## src/rtl/alu_pkg.sv

```systemverilog
// Shared types and constants for the serial add/subtract controller.
package alu_pkg;

    // Controller states: waiting for operands, shifting bits, holding result.
    typedef enum logic [1:0] {
        IDLE = 2'd0,
        RUN  = 2'd1,
        DONE = 2'd2
    } state_t;

    // Encoding of the sub input.
    localparam logic OP_ADD = 1'b0;
    localparam logic OP_SUB = 1'b1;

endpackage

```

## src/rtl/fa_cell.sv

```systemverilog
// 1-bit full adder built from two half adders and an OR for the carry.
module fa_cell (
    input  logic a,
    input  logic b,
    input  logic ci,
    output logic s,
    output logic co
);

    logic s1;
    logic c1;
    logic c2;

    ha_cell u_ha0 (
        .a (a),
        .b (b),
        .s (s1),
        .c (c1)
    );

    ha_cell u_ha1 (
        .a (s1),
        .b (ci),
        .s (s),
        .c (c2)
    );

    assign co = c1 | c2;

endmodule

```

## src/rtl/ha_cell.sv

```systemverilog
// 1-bit half adder.
module ha_cell (
    input  logic a,
    input  logic b,
    output logic s,
    output logic c
);

    assign s = a ^ b;
    assign c = a & b;

endmodule

```

## src/rtl/serial_adder_ctrl.sv

```systemverilog
// Bit-serial WIDTH-bit add/subtract: one full-adder cell is reused LSB first,
// one bit per clock, with operands and result held in shift registers.
//
// Handshake: an operation is accepted on a rising edge where in_valid and
// in_ready are both high (in_ready is high only in IDLE); a result is handed
// off on a rising edge where out_valid and out_ready are both high, and
// sum/cout/ovf stay stable while out_valid is high and out_ready is low.
module serial_adder_ctrl
    import alu_pkg::*;
#(
    parameter int WIDTH = 8
) (
    input  logic             clk,
    input  logic             rst,
    input  logic             in_valid,
    output logic             in_ready,
    input  logic [WIDTH-1:0] a,
    input  logic [WIDTH-1:0] b,
    input  logic             cin,
    input  logic             sub,
    output logic             out_valid,
    input  logic             out_ready,
    output logic [WIDTH-1:0] sum,
    output logic             cout,
    output logic             ovf,
    output state_t           state_dbg
);

    localparam int CNT_W = $clog2(WIDTH) + 1;
    localparam logic [CNT_W-1:0] LAST_BIT = CNT_W'(WIDTH - 1);

    state_t           state;
    state_t           state_nxt;
    logic [WIDTH-1:0] a_sr;
    logic [WIDTH-1:0] b_sr;
    logic [WIDTH-1:0] res_sr;
    logic [WIDTH-1:0] res_nxt;
    logic             carry;
    logic [CNT_W-1:0] cnt;
    logic [WIDTH-1:0] sum_q;
    logic             cout_q;
    logic             ovf_q;
    logic             fa_s;
    logic             fa_co;
    logic             accept;
    logic             last_bit;

    // The single shared adder slice always looks at the current LSBs.
    fa_cell u_fa (
        .a  (a_sr[0]),
        .b  (b_sr[0]),
        .ci (carry),
        .s  (fa_s),
        .co (fa_co)
    );

    assign accept   = in_valid && in_ready;
    assign last_bit = (state == RUN) && (cnt == LAST_BIT);

    // Result register shifted right with the new sum bit entering at the MSB.
    always_comb begin
        res_nxt            = res_sr >> 1;
        res_nxt[WIDTH-1]   = fa_s;
    end

    // Next-state logic and handshake outputs.
    always_comb begin
        state_nxt = state;
        in_ready  = 1'b0;
        out_valid = 1'b0;
        case (state)
            IDLE: begin
                in_ready = 1'b1;
                if (in_valid) state_nxt = RUN;
            end
            RUN: begin
                if (cnt == LAST_BIT) state_nxt = DONE;
            end
            DONE: begin
                out_valid = 1'b1;
                if (out_ready) state_nxt = IDLE;
            end
            default: state_nxt = IDLE;
        endcase
    end

    // State register.
    always_ff @(posedge clk) begin
        if (rst) state <= IDLE;
        else     state <= state_nxt;
    end

    // Operand/result shift registers, carry, bit counter and result capture.
    always_ff @(posedge clk) begin
        if (rst) begin
            a_sr   <= '0;
            b_sr   <= '0;
            res_sr <= '0;
            carry  <= 1'b0;
            cnt    <= '0;
            sum_q  <= '0;
            cout_q <= 1'b0;
            ovf_q  <= 1'b0;
        end else if (accept) begin
            // Subtraction is A + ~B + 1, so the carry seeds the "+1".
            a_sr   <= a;
            b_sr   <= (sub == OP_SUB) ? ~b : b;
            carry  <= (sub == OP_SUB) ? 1'b1 : cin;
            res_sr <= '0;
            cnt    <= '0;
        end else if (state == RUN) begin
            a_sr   <= a_sr >> 1;
            b_sr   <= b_sr >> 1;
            res_sr <= res_nxt;
            carry  <= fa_co;
            cnt    <= cnt + CNT_W'(1);
            if (last_bit) begin
                // carry still holds the carry into the MSB slice here.
                sum_q  <= res_nxt;
                cout_q <= fa_co;
                ovf_q  <= carry ^ fa_co;
            end
        end
    end

    assign sum       = sum_q;
    assign cout      = cout_q;
    assign ovf       = ovf_q;
    assign state_dbg = state;

endmodule

```

## config.mk

```make
export PLATFORM = sky130hd
export DESIGN_NAME = serial_adder_ctrl
export DESIGN_NICKNAME = d
export VERILOG_FILES = /design/src/rtl/alu_pkg.sv /design/src/rtl/fa_cell.sv /design/src/rtl/ha_cell.sv /design/src/rtl/serial_adder_ctrl.sv
export SDC_FILE = /design/constraint.sdc
export NUM_CORES = 1
export LEC_CHECK = 0
export ABC_AREA = 1
export BUFFER_PORTS_ARGS = -buffer_cell sky130_fd_sc_hd__buf_2
export CAP_MARGIN = 20
export CORE_MARGIN = 4
export CORE_UTILIZATION = 54
export CTS_CLUSTER_DIAMETER = 200
export DETAILED_ROUTE_END_ITERATION = 12
export GPL_TIMING_DRIVEN = 0
export MAX_ROUTING_LAYER = met4
export PLACE_DENSITY = 0.81
export SETUP_SLACK_MARGIN = 0.3
export SYNTH_ARGS = -nofsm -noshare
export SYNTH_HDL_FRONTEND = slang
export SYNTH_SLANG_ARGS = --single-unit
```

## constraint.sdc

```tcl
create_clock -name clk -period 1.45 [get_ports clk]
set_input_delay 0.0725 -clock clk [delete_from_list [all_inputs] [get_ports clk]]
set_output_delay 0.0725 -clock clk [all_outputs]
set_load 0.01 [all_outputs]
```

# Word level (Yosys, flattened, before mapping)
# Cells that the tools add are included.
[word_totals] register_bits=41 in_bits=22 output_inout_bits=14 word_cells=45
[op_classes] n_addsub=1 n_eq_ne=6 n_mux=14 bitwise=8 reduce_logical=7
[ops] cell="2-to-1 mux 8 bit" count=5
[ops] cell="NOT 8 bit" count=1
[ops] cell="2-to-1 mux 2 bit" count=3
[ops] cell="case mux 2 bit (3 select lines)" count=1
[ops] cell="AND reduction 3 bit" count=2
[ops] cell="2-to-1 mux 1 bit" count=5
[ops] cell="adder 4 x 1 -> 4 bit, second input constant" count=1
[ops] cell="equality test 4 x 3 -> 1 bit, second input constant" count=1
[ops] cell="inequality test 2 bit, second input constant" count=2
[ops] cell="XOR 1 bit" count=3
[ops] cell="bitwise AND 1 bit" count=2
[ops] cell="equality test 2 x 1 -> 1 bit, second input constant" count=1
[ops] cell="equality test 2 bit, second input constant" count=1
[ops] cell="logical AND 1 bit" count=2
[ops] cell="zero test 2 bit" count=1
[ops] cell="inequality test 2 x 1 -> 1 bit, second input constant" count=1
[ops] cell="nonzero test 2 bit" count=1
[ops] cell="OR reduction 2 bit" count=1
[ops] cell="NOT 1 bit" count=1
[ops] cell="OR 1 bit" count=1

# Longest topological paths before layout
[logic_depth] depth_word=5 ltp_mapped=8

# Cells and area by module
# A second synthesis with hierarchy kept.
[unflattened] hier_cells=275 hier_area_um2=1886.8
[by_module_without_submodules] mod="serial_adder_ctrl" n_inst=1 cells_per_inst=270 area_each_um2=1850.5 seq_area_each_um2=800.8
[by_module_without_submodules] mod="ha_cell" n_inst=2 cells_per_inst=1 area_each_um2=12.5 seq_area_each_um2=0.0
[by_module_without_submodules] mod="fa_cell" n_inst=1 cells_per_inst=3 area_each_um2=11.3 seq_area_each_um2=0.0

# Worst setup path after synthesis
# OpenSTA, ideal clock, no wires.
[synth_timing] path_kind="flip-flop to flip-flop" from="register state[0] (netlist: state_dbg[0])" to="register cnt[2]" arrival_ns=1.107 required_ns=1.336 setup_slack_ns=0.229 path_stages_with_launch=7 path_buffers=2 synth_period_minus_slack_ns=1.221 cell_sequence="dfxtp_1 -> buf_6 -> nor2_4 -> nand2_2 -> nand2_1 -> buf_4 -> nor2_1"
[synth_between] elab_chain_cells=4 word_cells_on_any_way=5 classes_between="eq/ne: 1; mux: 1; reduce/logical: 3"
[synth_rtl] item="start, declared" line_no="serial_adder_ctrl.sv:32" rtl="state_t state;"
[synth_rtl] item="start signal, assigned" line_no="serial_adder_ctrl.sv:90" rtl="else state <= state_nxt;"
[synth_rtl] item="zero test 2 bit" line_no="serial_adder_ctrl.sv:71" rtl="case (state)"
[synth_rtl] item="2-to-1 mux 1 bit" line_no="serial_adder_ctrl.sv:71"
[synth_rtl] item="via in_ready" line_no="serial_adder_ctrl.sv:16" rtl="output logic in_ready,"
[synth_rtl] item="logical AND 1 bit" line_no="serial_adder_ctrl.sv:57" rtl="assign accept = in_valid && in_ready;"
[synth_rtl] item="OR reduction 2 bit (no source line)"
[synth_rtl] item="end signal, assigned" line_no="serial_adder_ctrl.sv:116" rtl="cnt <= cnt + CNT_W'(1);"
[synth_rtl] item="end, declared" line_no="serial_adder_ctrl.sv:39" rtl="logic [CNT_W-1:0] cnt;"
# The timed path passes the listed nets, and every way through them passes these cells.
# A chain may end at the register's enable or synchronous reset.

# Worst setup path after layout
[layout_timing] from="register state[0] (netlist: state_dbg[0])" to="register carry"
[layout_between] elab_chain_cells=4 word_cells_on_any_way=6 classes_between="eq/ne: 1; mux: 2; reduce/logical: 3"
[layout_rtl] item="zero test 2 bit" line_no="serial_adder_ctrl.sv:71"
[layout_rtl] item="2-to-1 mux 1 bit" line_no="serial_adder_ctrl.sv:71"
[layout_rtl] item="logical AND 1 bit" line_no="serial_adder_ctrl.sv:57"
[layout_rtl] item="2-to-1 mux 1 bit / nonzero test 2 bit (equally long branches)"
[layout_rtl] item="end signal, assigned" line_no="serial_adder_ctrl.sv:108" rtl="carry <= (sub == OP_SUB) ? 1'b1 : cin;"
[layout_rtl] item="end signal, assigned" line_no="serial_adder_ctrl.sv:115" rtl="carry <= fa_co;"
[layout_rtl] item="end, declared" line_no="serial_adder_ctrl.sv:38" rtl="logic carry;"
# Parallel ways exist; a longest one is shown, timed or not.

==> run metrics <==
EDFF count, synth 0; yosys warns 0; share of cells above drive strength 1 0.393; DR WL/cell 14.5 µm; Async SR Flop Fraction 0; Placer Congestion 0.771; Ports 36; P per Cell Area 893 nW/µm²; cell taking the most area after synthesis dfxtp_1; most frequent cell after synthesis nand2_1; largest net degree at the start of global routing 14; Num CTS Buffers 5; drt first pass iters 4; Ant. Diodes 0; worst min path class in2reg; CTS tree built; Detailed Route WL 5560 µm; FILL cells 215; routed vias/inst 5.20; top-area cell type share of the netlist area 0.429; Worst setup SP type flip-flop; max incr delay on CP 0.35 ns; Total Power 2.38 mW; Vias 1,995; clock-pin slew on the worst setup and hold paths 0.13 ns; first-pass GRT wire length 8080 µm; Tcrit/Tclk final 0.900; post-synthesis compound-gate area fraction 0.0892; detailed placement HPWL 2770 µm; min Tclk post-route 1.30 ns; die extent in y 66.8 µm; H-tree Lvls 2; final cell count without fillers 384; RSZ-0062 raised after global routing yes; Max-slew headroom 0.511; synth top area cells dfxtp_1, nand2_1, a21oi_1; Post-DRT Antenna Nets 0; Mapped Area 1870 µm²; crit-path leading delay family buffers and inverters; Synth Flop Type dfxtp_1; I/O Buffers 34; reg-to-reg slack, setup 0.15 ns; DR iter-0 viols 182; Clock Skews 0.0113 ns; fmax 767 MHz; Die W 66.8 µm; Crit Path Class reg2reg; Hold Vio Cnt, Final 0; clk_lat worst skew 0.36 ns; GRT Util Overall 0.245; Max FO, Critical Path 10; Final nets 361; list of most frequent post-synthesis cells nand2_1, dfxtp_1, a21oi_1; Bufs and invs on worst path 4; FP Rows 21; post-synth cell types 22; Synth Area in Adders 0.0174; Leakage 1.22 nW; max-cap viol count 0; clock tree sinks 40; worst path required time 1.76 ns; full die area 4460 µm²; CP most frequent cell nand2_1; largest family of logic cells by synthesized area simple AND/OR/NAND/NOR gates; initial antenna violation count 0; Inst Count DP 351; register bit total from synthesis 40; critical path arrival 1.61 ns; # setup viols final 0; VDD IR max 662 µV; CP cell instances buf_8 -> buf_4 -> o21ai_4 -> buf_6 -> nand2_1 -> nand3_1 -> nand2_1 -> inv_1; syn avg cell area 6.88 µm²; Cells after Synth 271; root buf cell clkbuf_4; Synthesized Nets 295; XOR/XNOR Fraction of Synth Area 0.0188; # DRC 0; Worst path slowest cell dfxtp_2; Area Overhead vs Synth 43.1%; Worst Setup End Kind flip-flop; Synth Area in Simple Gates 0.356; setup_tns 0 ns; status finished, final reports clean; clk buf depth 2; area of the core 3340 µm²; mux cell area share after synthesis 0; gr ovfl total 0; worst hold slack 0.0636 ns; slew at the pin closest to its max-slew limit 0.733 ns; Seq/Total Area, Yosys 0.429; vias in the first global route 1,813; Slew Limit Fails 0; Initial Util 0.559
-- timing repair --
action                     in CTS  in global routing
resized for setup              35                 49
hold buffers                    3                  0
gates cloned                    4                  3
setup buffers                  12                  3
hold endpoints to repair        3                  0
pin swaps                      11                 16
setup endpoints to repair      42                 41
-- worst register-to-register path, cell delays in order, from the launching register on --
cell     delay [ns]
dfxtp_2        0.35
buf_8          0.13
buf_4          0.15
o21ai_4        0.18
buf_6          0.17
nand2_1        0.06
nand3_1        0.09
nand2_1        0.06
inv_1          0.08
-- kinds of logic (layout without fill, tap and decap cells) --
family / after synthesis / in the layout
and+or+nand+nor: 158 / 160
DFF: 40 / 40
buffers and inverters: 36 / 101
AOI/OAI and AO/OA: 31 / 31
xor gates and xnor gates: 4 / 4
adders and majority gates: 2 / 2
-- layout make-up --
class                      instances  area [µm²]  share of cell area
multi-input combinational        197        1140               0.428
sequential                        40         811               0.304
timing repair buffer              57         378               0.142
inverter                          25         101              0.0380
buffer                            11         100              0.0375
tap                               46        57.6              0.0216
clock inverter                     3        42.5              0.0159
clock buffer                       5        37.5              0.0141
-- cells in the final DEF, fill, tap and decap left out, types with 2 or more instances in the layout --
cell and instances:
nand2_2 12, buf_2 36, clkbuf_4 5, dfxtp_1 34, buf_6 10, buf_4 15, dlygate4sd3_1 3, nor2_1 5
nand2_4 8, dfxtp_2 5, inv_1 22, o21ai_2 2, nand3b_1 5, a21oi_2 17, nor2_2 3, a21oi_1 11
clkbuf_1 2, nand2_1 102, nand3_1 17, xor2_1 3, nor2_4 6
-- through the flow --
stage               utilization  cell area (µm²)  setup slack [ns]
finish                    0.800             2670             0.146
global route              0.800             2670             0.114
CTS                       0.740             2470             0.193
detailed placement        0.630             2100             0.123
global placement          0.630             2100             0.163
floorplan                     -             1880             0.288
-- final timing paths --
| check | from | end | cells past startpoint |
|---|---|---|---|
| worst max-delay path | state_dbg[0] | carry | 8 |
| worst min-delay path | a[0] | a_sr[0] | 5 |
| worst max register to register | state_dbg[0] | carry | 8 |
| worst min register to register | sum[4] | sum[4] | 2 |
-- flip-flops by register name (all words and copies together) (netlist names) --
| signal | flops |
|---|---|
| b_sr | 8 |
| res_sr | 7 |
| cout | 1 |
| carry | 1 |
| sum | 8 |
| state_dbg | 2 |
| cnt | 4 |
| a_sr | 8 |
| ovf | 1 |
-- where the power goes --
| group | switching (mW) | leakage [nW] | internal [mW] |
|---|---|---|---|
| Clock | 0.399 | 0.0412 | 0.360 |
| Combinational | 0.251 | 0.849 | 0.204 |
| Sequential | 0.0282 | 0.328 | 1.14 |
| Total | 0.679 | 1.22 | 1.70 |
-- metal layers --
metal	routed length [µm]	vias to the layer above	GRT usage	share of wire
li1	-	978	-	-
met1	2180	916	0.296	0.39
met2	2870	87	0.401	0.52
met3	392	14	0.0607	0.070
met4	119	0	0.0787	0.021
met5	0	-	-	0
No activity file was read; power rests on OpenSTA's default activity.
